$ cat config.mk
export PLATFORM = sky130hd
export DESIGN_NAME = rggen_bus_initiator_flat
export DESIGN_NICKNAME = d
export VERILOG_FILES = /design/src/rtl/rggen_rtl_pkg.sv /design/src/rtl/rggen_bus_if.sv /design/src/rtl/rggen_bus_initiator_buffer.sv /design/src/rtl/rggen_bus_initiator.sv /design/src/flat_wrapper.sv
export SDC_FILE = /design/constraint.sdc
export NUM_CORES = 1
export LEC_CHECK = 0
export BUFFER_PORTS_ARGS = -buffer_cell sky130_fd_sc_hd__buf_2
export CAP_MARGIN = 15
export CORE_MARGIN = 8
export CORE_UTILIZATION = 54
export CTS_CLUSTER_SIZE = 25
export DETAILED_ROUTE_END_ITERATION = 12
export GPL_TIMING_DRIVEN = 0
export MAX_ROUTING_LAYER = met4
export PLACE_DENSITY = 0.93
export SLEW_MARGIN = 25
export SYNTH_ARGS = -nofsm -noshare
export SYNTH_HDL_FRONTEND = slang
export SYNTH_SLANG_ARGS = --single-unit
$ cat constraint.sdc
create_clock -name i_clk -period 3.1 [get_ports i_clk]
set_input_delay 0.62 -clock i_clk [delete_from_list [all_inputs] [get_ports i_clk]]
set_output_delay 0.62 -clock i_clk [all_outputs]
set_load 0.02 [all_outputs]
$ cat src/rtl/rggen_rtl_pkg.sv
// Shared register-bus definitions: response status encodings seen on rggen_bus_if.
package rggen_rtl_pkg;

  // Completion status returned by a register-block adapter.
  typedef enum logic [1:0] {
    RGGEN_OKAY         = 2'b00,
    RGGEN_EXOKAY       = 2'b01,
    RGGEN_SLAVE_ERROR  = 2'b10,
    RGGEN_DECODE_ERROR = 2'b11
  } rggen_status;

endpackage

$ cat src/rtl/rggen_bus_if.sv
// Register bus between an initiator (master) and a register-block adapter (slave).
interface rggen_bus_if #(
  parameter int ADDRESS_WIDTH = 8,
  parameter int BUS_WIDTH     = 32
) ();

  logic                         valid;
  logic                         write;
  logic [ADDRESS_WIDTH-1:0]     address;
  logic [BUS_WIDTH-1:0]         write_data;
  logic [BUS_WIDTH/8-1:0]       strobe;
  logic                         ready;
  rggen_rtl_pkg::rggen_status   status;
  logic [BUS_WIDTH-1:0]         read_data;

  modport master (
    output valid,
    output write,
    output address,
    output write_data,
    output strobe,
    input  ready,
    input  status,
    input  read_data
  );

  modport slave (
    input  valid,
    input  write,
    input  address,
    input  write_data,
    input  strobe,
    output ready,
    output status,
    output read_data
  );

endinterface

$ cat src/rtl/rggen_bus_initiator_buffer.sv
// One-entry valid/ready holding register. A push is accepted while the entry is
// empty or being popped in the same cycle, so a full entry can be replaced
// without a bubble.
module rggen_bus_initiator_buffer #(
  parameter int WIDTH = 1
) (
  input  logic             clk,
  input  logic             rst,
  input  logic             push_valid,
  output logic             push_ready,
  input  logic [WIDTH-1:0] push_data,
  output logic             pop_valid,
  input  logic             pop_ready,
  output logic [WIDTH-1:0] pop_data
);

  logic             full_reg;
  logic [WIDTH-1:0] data_reg;

  assign push_ready = !full_reg || pop_ready;
  assign pop_valid  = full_reg;
  assign pop_data   = data_reg;

  // Entry occupancy and payload; a simultaneous push and pop keeps it full with the new data.
  always_ff @(posedge clk) begin
    if (rst) begin
      full_reg <= 1'b0;
      data_reg <= '0;
    end else if (push_valid && push_ready) begin
      full_reg <= 1'b1;
      data_reg <= push_data;
    end else if (pop_ready) begin
      full_reg <= 1'b0;
    end
  end

endmodule

$ cat src/rtl/rggen_bus_initiator.sv
// Host-side register-bus initiator: buffers one command, runs it as a single
// bus transaction, and returns status, read data and cycle latency on a
// backpressured response port.
module rggen_bus_initiator
  import rggen_rtl_pkg::*;
#(
  parameter int ADDRESS_WIDTH = 8,
  parameter int BUS_WIDTH     = 32,
  parameter int LATENCY_WIDTH = 8
) (
  input  logic                     i_clk,
  input  logic                     i_rst,
  input  logic                     i_cmd_valid,
  output logic                     o_cmd_ready,
  input  logic                     i_cmd_write,
  input  logic [ADDRESS_WIDTH-1:0] i_cmd_address,
  input  logic [BUS_WIDTH-1:0]     i_cmd_write_data,
  input  logic [BUS_WIDTH/8-1:0]   i_cmd_strobe,
  output logic                     o_resp_valid,
  input  logic                     i_resp_ready,
  output rggen_status              o_resp_status,
  output logic [BUS_WIDTH-1:0]     o_resp_read_data,
  output logic [LATENCY_WIDTH-1:0] o_resp_latency,
  rggen_bus_if.master              bus_if
);

  localparam int STROBE_WIDTH = BUS_WIDTH / 8;
  localparam int RESP_WIDTH   = 2 + BUS_WIDTH + LATENCY_WIDTH;

  typedef enum logic {
    IDLE,
    REQ
  } state_t;

  typedef struct packed {
    logic                     write;
    logic [ADDRESS_WIDTH-1:0] address;
    logic [BUS_WIDTH-1:0]     write_data;
    logic [STROBE_WIDTH-1:0]  strobe;
  } cmd_t;

  localparam int CMD_WIDTH = $bits(cmd_t);

  // Command path
  cmd_t                     cmd_in;
  cmd_t                     cmd_head;
  logic                     cmd_full;
  logic                     cmd_launch;

  // Bus request side
  state_t                   state_reg;
  logic                     bus_valid_reg;
  cmd_t                     bus_cmd_reg;
  logic [LATENCY_WIDTH-1:0] latency_reg;
  logic                     bus_done;

  // Response path
  logic                     resp_push_ready;
  logic                     resp_push_valid;
  logic [BUS_WIDTH-1:0]     captured_read_data;
  logic [RESP_WIDTH-1:0]    resp_in;
  logic [RESP_WIDTH-1:0]    resp_out;

  assign cmd_in = '{
    write:      i_cmd_write,
    address:    i_cmd_address,
    write_data: i_cmd_write_data,
    strobe:     i_cmd_strobe
  };

  // A launch needs a buffered command and a response slot that is empty or
  // emptying this cycle, so a completed transaction always has room to land.
  assign cmd_launch = (state_reg == IDLE) && cmd_full && (!o_resp_valid || i_resp_ready);

  rggen_bus_initiator_buffer #(
    .WIDTH (CMD_WIDTH)
  ) u_cmd_buffer (
    .clk        (i_clk),
    .rst        (i_rst),
    .push_valid (i_cmd_valid),
    .push_ready (o_cmd_ready),
    .push_data  (cmd_in),
    .pop_valid  (cmd_full),
    .pop_ready  (cmd_launch),
    .pop_data   (cmd_head)
  );

  // Request FSM: loads the bus registers on launch, holds them until ready,
  // and counts valid cycles with saturation.
  always_ff @(posedge i_clk) begin
    if (i_rst) begin
      state_reg     <= IDLE;
      bus_valid_reg <= 1'b0;
      bus_cmd_reg   <= '0;
      latency_reg   <= '0;
    end else begin
      case (state_reg)
        IDLE: begin
          if (cmd_launch) begin
            state_reg     <= REQ;
            bus_valid_reg <= 1'b1;
            bus_cmd_reg   <= cmd_head;
            latency_reg   <= LATENCY_WIDTH'(1);
          end
        end
        REQ: begin
          if (bus_if.ready) begin
            state_reg     <= IDLE;
            bus_valid_reg <= 1'b0;
          end else if (latency_reg != '1) begin
            latency_reg <= latency_reg + LATENCY_WIDTH'(1);
          end
        end
        default: begin
          state_reg     <= IDLE;
          bus_valid_reg <= 1'b0;
        end
      endcase
    end
  end

  assign bus_if.valid      = bus_valid_reg;
  assign bus_if.write      = bus_cmd_reg.write;
  assign bus_if.address    = bus_cmd_reg.address;
  assign bus_if.write_data = bus_cmd_reg.write_data;
  assign bus_if.strobe     = bus_cmd_reg.strobe;

  assign bus_done           = (state_reg == REQ) && bus_if.ready;
  assign captured_read_data = bus_cmd_reg.write ? '0 : bus_if.read_data;
  assign resp_in            = {bus_if.status, captured_read_data, latency_reg};
  // The launch condition guarantees the slot can take this push.
  assign resp_push_valid    = bus_done && resp_push_ready;

  rggen_bus_initiator_buffer #(
    .WIDTH (RESP_WIDTH)
  ) u_resp_buffer (
    .clk        (i_clk),
    .rst        (i_rst),
    .push_valid (resp_push_valid),
    .push_ready (resp_push_ready),
    .push_data  (resp_in),
    .pop_valid  (o_resp_valid),
    .pop_ready  (i_resp_ready),
    .pop_data   (resp_out)
  );

  assign o_resp_status    = rggen_status'(resp_out[RESP_WIDTH-1 -: 2]);
  assign o_resp_read_data = resp_out[LATENCY_WIDTH +: BUS_WIDTH];
  assign o_resp_latency   = resp_out[LATENCY_WIDTH-1:0];

endmodule

$ cat src/flat_wrapper.sv
// flat-port wrapper written by rule: the top's interface ports become plain ports
module rggen_bus_initiator_flat import rggen_rtl_pkg::*;
#(
  parameter int ADDRESS_WIDTH = 8,
  parameter int BUS_WIDTH     = 32,
  parameter int LATENCY_WIDTH = 8
)
  (i_clk, i_rst, i_cmd_valid, o_cmd_ready, i_cmd_write, i_cmd_address, i_cmd_write_data, i_cmd_strobe, o_resp_valid, i_resp_ready, o_resp_status, o_resp_read_data, o_resp_latency, bus_if_valid, bus_if_write, bus_if_address, bus_if_write_data, bus_if_strobe, bus_if_ready, bus_if_status, bus_if_read_data);
  rggen_bus_if #(.ADDRESS_WIDTH(ADDRESS_WIDTH), .BUS_WIDTH(BUS_WIDTH)) bus_if_i ();
  input  logic i_clk;
  input  logic i_rst;
  input  logic i_cmd_valid;
  output logic o_cmd_ready;
  input  logic i_cmd_write;
  input  logic [ADDRESS_WIDTH-1:0] i_cmd_address;
  input  logic [BUS_WIDTH-1:0] i_cmd_write_data;
  input  logic [BUS_WIDTH/8-1:0] i_cmd_strobe;
  output logic o_resp_valid;
  input  logic i_resp_ready;
  output rggen_status o_resp_status;
  output logic [BUS_WIDTH-1:0] o_resp_read_data;
  output logic [LATENCY_WIDTH-1:0] o_resp_latency;
  output wire logic [$bits(bus_if_i.valid)-1:0] bus_if_valid;
  output wire logic [$bits(bus_if_i.write)-1:0] bus_if_write;
  output wire logic [$bits(bus_if_i.address)-1:0] bus_if_address;
  output wire logic [$bits(bus_if_i.write_data)-1:0] bus_if_write_data;
  output wire logic [$bits(bus_if_i.strobe)-1:0] bus_if_strobe;
  input wire logic [$bits(bus_if_i.ready)-1:0] bus_if_ready;
  input wire logic [$bits(bus_if_i.status)-1:0] bus_if_status;
  input wire logic [$bits(bus_if_i.read_data)-1:0] bus_if_read_data;
  assign bus_if_valid = bus_if_i.valid;
  assign bus_if_write = bus_if_i.write;
  assign bus_if_address = bus_if_i.address;
  assign bus_if_write_data = bus_if_i.write_data;
  assign bus_if_strobe = bus_if_i.strobe;
  assign bus_if_i.ready = bus_if_ready;
  assign bus_if_i.status = bus_if_status;
  assign bus_if_i.read_data = bus_if_read_data;
  rggen_bus_initiator #(.ADDRESS_WIDTH(ADDRESS_WIDTH), .BUS_WIDTH(BUS_WIDTH), .LATENCY_WIDTH(LATENCY_WIDTH)) u_core (.i_clk(i_clk), .i_rst(i_rst), .i_cmd_valid(i_cmd_valid), .o_cmd_ready(o_cmd_ready), .i_cmd_write(i_cmd_write), .i_cmd_address(i_cmd_address), .i_cmd_write_data(i_cmd_write_data), .i_cmd_strobe(i_cmd_strobe), .o_resp_valid(o_resp_valid), .i_resp_ready(i_resp_ready), .o_resp_status(o_resp_status), .o_resp_read_data(o_resp_read_data), .o_resp_latency(o_resp_latency), .bus_if(bus_if_i));
endmodule
==> key figures <==
Clock tree
  • Htree depth: 4
  • Reg clk slew, reported paths: approximately 0.06 ns
  • Post-CTS resize count: 0
  • Max Root-Sink Buffers: 2
  • Sink Count: roughly 140
  • CTS Buf Count: 17
  • CTS tree: yes
  • Root Buffer: clkbuf_8
  • CTS Hold Buffers Added: 0
  • Setup Buffers After CTS: 0
  • Clk Latency, worst-skew pair: between 0.5 and 0.6 ns

Synth
  • Yosys cell types: 35
  • Top cell type's share of synthesized area: 0.533
  • EDFF count, synth: 0
  • Biggest area consumer among synthesized cells: dfxtp_1
  • Post-synth top flop: dfxtp_1
  • Yosys reg bits: about 140
  • Largest cells by area after synthesis: dfxtp_1, a21oi_1, nand2_1
  • Yosys warning total: 0
  • Post-Syn Area: between 5000 and 6000 um^2
  • Synth top cells by count: nand2_1, dfxtp_1, a21oi_1
  • Synthesized netlist net count: roughly 740
  • Post-synthesis sequential area ratio: 0.533
  • Avg Synthesized Cell Area: around 8 um^2
  • Top-count cell post-synth: nand2_1
  • Async set-reset flop share out of synthesis: 0
  • Post-Synthesis Cells: approximately 660

Power
  • Power share of the clock group: 0.468
  • Internal power: about 3.3 mW
  • Static leakage power: just under 3 nW
  • Gate power share: 0.080
  • Reg power frac: 0.452
  • Psw: approximately 990 uW
  • Sw frac: 0.228
  • Power Density: 613 nW/um^2
  • Total power: 4.31 mW
  • Worst IR Drop VDD: between 0.0003 and 0.0004 V

Timing
  • Slew Limit Fails: 0
  • Final hold viol count: 0
  • Clk_skew: around 0.0085 ns
  • Max-slew headroom: 0.640
  • Shortest period the worst path allows: around 2.4 ns
  • Total Neg Setup Slack: 0 ns
  • RSZ-0062 raised after global routing: no
  • Fin crit share: 0.779
  • Slew @ Worst Pin: 0.540 ns
  • F_max: about 0.41 GHz
  • Setup-failing EPs final: 0

Floorplanning
  • Initial Utilization: 0.554
  • Die Y: 116 um
  • Row cnt: 36
  • Die Width: about 120 um
  • I/O pin count: about 170
  • Core ar.: ~10000 um^2
  • Die ar.: between 10,000 and 15,000 um^2

Detailed routing
  • # DRC: 0
  • Post-DRT Antenna Nets: 0
  • Total wire length: between 10 and 15 mm
  • Pre-antenna DRT Iters: 5
  • Starting DRT DRC Count: between 400 and 500
  • Via density: approximately 5.4
  • Total number of vias: around 5.3k
  • Routed WL per cell: 15.1 um

Global routing
  • Largest net degree at the start of global routing: 17
  • Number of global-route vias before repair: ~5.1k
  • Total GRT Usage: 0.225
  • Total grt overflow: 0
  • Initial antenna violation count: 0
  • First-pass GRT wire length: 23.7 mm

Place
  • DPL Wire Length: roughly 11 mm
  • RePlAce Congestion: approximately 0.84
  • IO Port Bufs: 172

Flow run
  • Max-Cap Viols: 0

Critical path
  • CP Data Arrival Time: approximately 1.8 ns
  • Critical path type: reg -> out
  • Top cell by count, worst path: buf_2
  • Worst setup SP type: flop
  • Crit-path max cell delay: around 0.33 ns
  • Data required, critical path: ~2.5 ns
  • Element type at the critical path end: output pin
  • Critical-path top delay cell: dfxtp_1
  • Worst-path maximum fanout: 10
  • CP cell instances: nand2b_1, buf_2, a21boi_4, inv_2, buf_2, buf_2

Worst hold path
  • Worst min path class: in -> reg

Outcome
  • Status: completed

Final layout
  • Layout cell share with drive strength beyond 1: 0.273
  • Largest register FFs: between 40 and 50
  • Synth-to-layout area growth: 30.0%
  • Nets: 933
## layout by cell type, fill, tap and decap left out, drive strengths merged
cell type	netlist	routed
nor2	3	3
nor3	3	3
ha	1	1
o31ai	1	1
a21o	1	1
o21ai	47	47
a31oi	3	3
dfxtp	144	144
bufinv	0	3
a21boi	1	1
clkbuf	25	47
nand4	2	2
o32a	1	1
diode	0	1
buf	33	205
nand3b	32	32
o211ai	3	3
nor2b	2	2
clkinv	0	5
a21oi	142	142
nand2	147	147
nand3	55	55
nand2b	2	2
inv	4	5
a211oi	1	1
or4	2	2
and3	1	1
o41a	1	1
## routing by layer
| layer | GRT usage | vias to the layer above | wire length [um] |
|---|---|---|---|
| met5 | - | - | 0 |
| met4 | 0.0709 | 0 | 168 |
| met3 | 0.0631 | 17 | 1410 |
| met2 | 0.373 | 229 | 7290 |
| met1 | 0.259 | 2452 | 6100 |
| li1 | - | 2638 | - |
## kinds of logic after synthesis
group,Yosys count,synth area share
compound gates,201,0.195
fa+ha+maj,1,0.00231
buf+inv,62,0.0541
flops,144,0.533
simple gates,249,0.216
## path summary, 6_finish.rpt
| path | from | to | slack (ns) | cells past startpoint |
|---|---|---|---|---|
| min | i_cmd_write_data[7] | u_core.u_cmd_buffer.pop_data[11]$_SDFFE_PP0P_ | 0.36 | 3 |
| min reg2reg | u_core.u_resp_buffer.pop_data[16]$_SDFFE_PP0P_ | u_core.u_resp_buffer.pop_data[16]$_SDFFE_PP0P_ | 0.45 | 2 |
| max reg2reg | u_core.latency_reg[0]$_SDFFE_PP0P_ | u_core.latency_reg[5]$_SDFFE_PP0P_ | 1.43 | 5 |
| max | u_core.u_resp_buffer.pop_valid$_SDFFE_PP0P_ | o_cmd_ready | 0.69 | 6 |
## power groups by stage
stage	clock network (mW)	logic, mW	registers [mW]
after floorplan	0	0.172	2.02
after global placement	0	0.338	1.99
after detailed placement	0	0.344	1.99
after CTS	2.05	0.346	1.95
after global routing	2.14	0.381	1.96
final	2.02	0.345	1.95
## metrics by stage
stage | hold WS (ns) | utilization | setup slack [ns] | area, um^2 | cells
floorplan | 0.428 | - | 1.13 | 5410 | 657
global placement | 0.433 | 0.659 | 0.740 | 6440 | 962
detailed placement | 0.440 | 0.659 | 0.735 | 6440 | 962
CTS | 0.337 | 0.720 | 0.658 | 7030 | 993
global route | 0.347 | 0.720 | 0.544 | 7030 | 993
finish | 0.356 | 0.720 | 0.685 | 7040 | 994
## worst max-delay path: cells and delay by family, from the launching register on
kind	cells	cell delay, ns
buffers and inverters	4	0.61
DFF	1	0.33
AOI/OAI and AO/OA	1	0.30
and+or+nand+nor	1	0.05
## layout make-up
class                      count  area, um^2
antenna                        1        2.50
buffer                        58         278
clock buffer                  22         463
clock inverter                 9         131
fill                         809        2740
inverter                       4        15.0
multi-input combinational    451        2240
sequential                   144        2880
tap                          133         166
timing repair buffer         172         861
(Power assumes the default switching activity.)
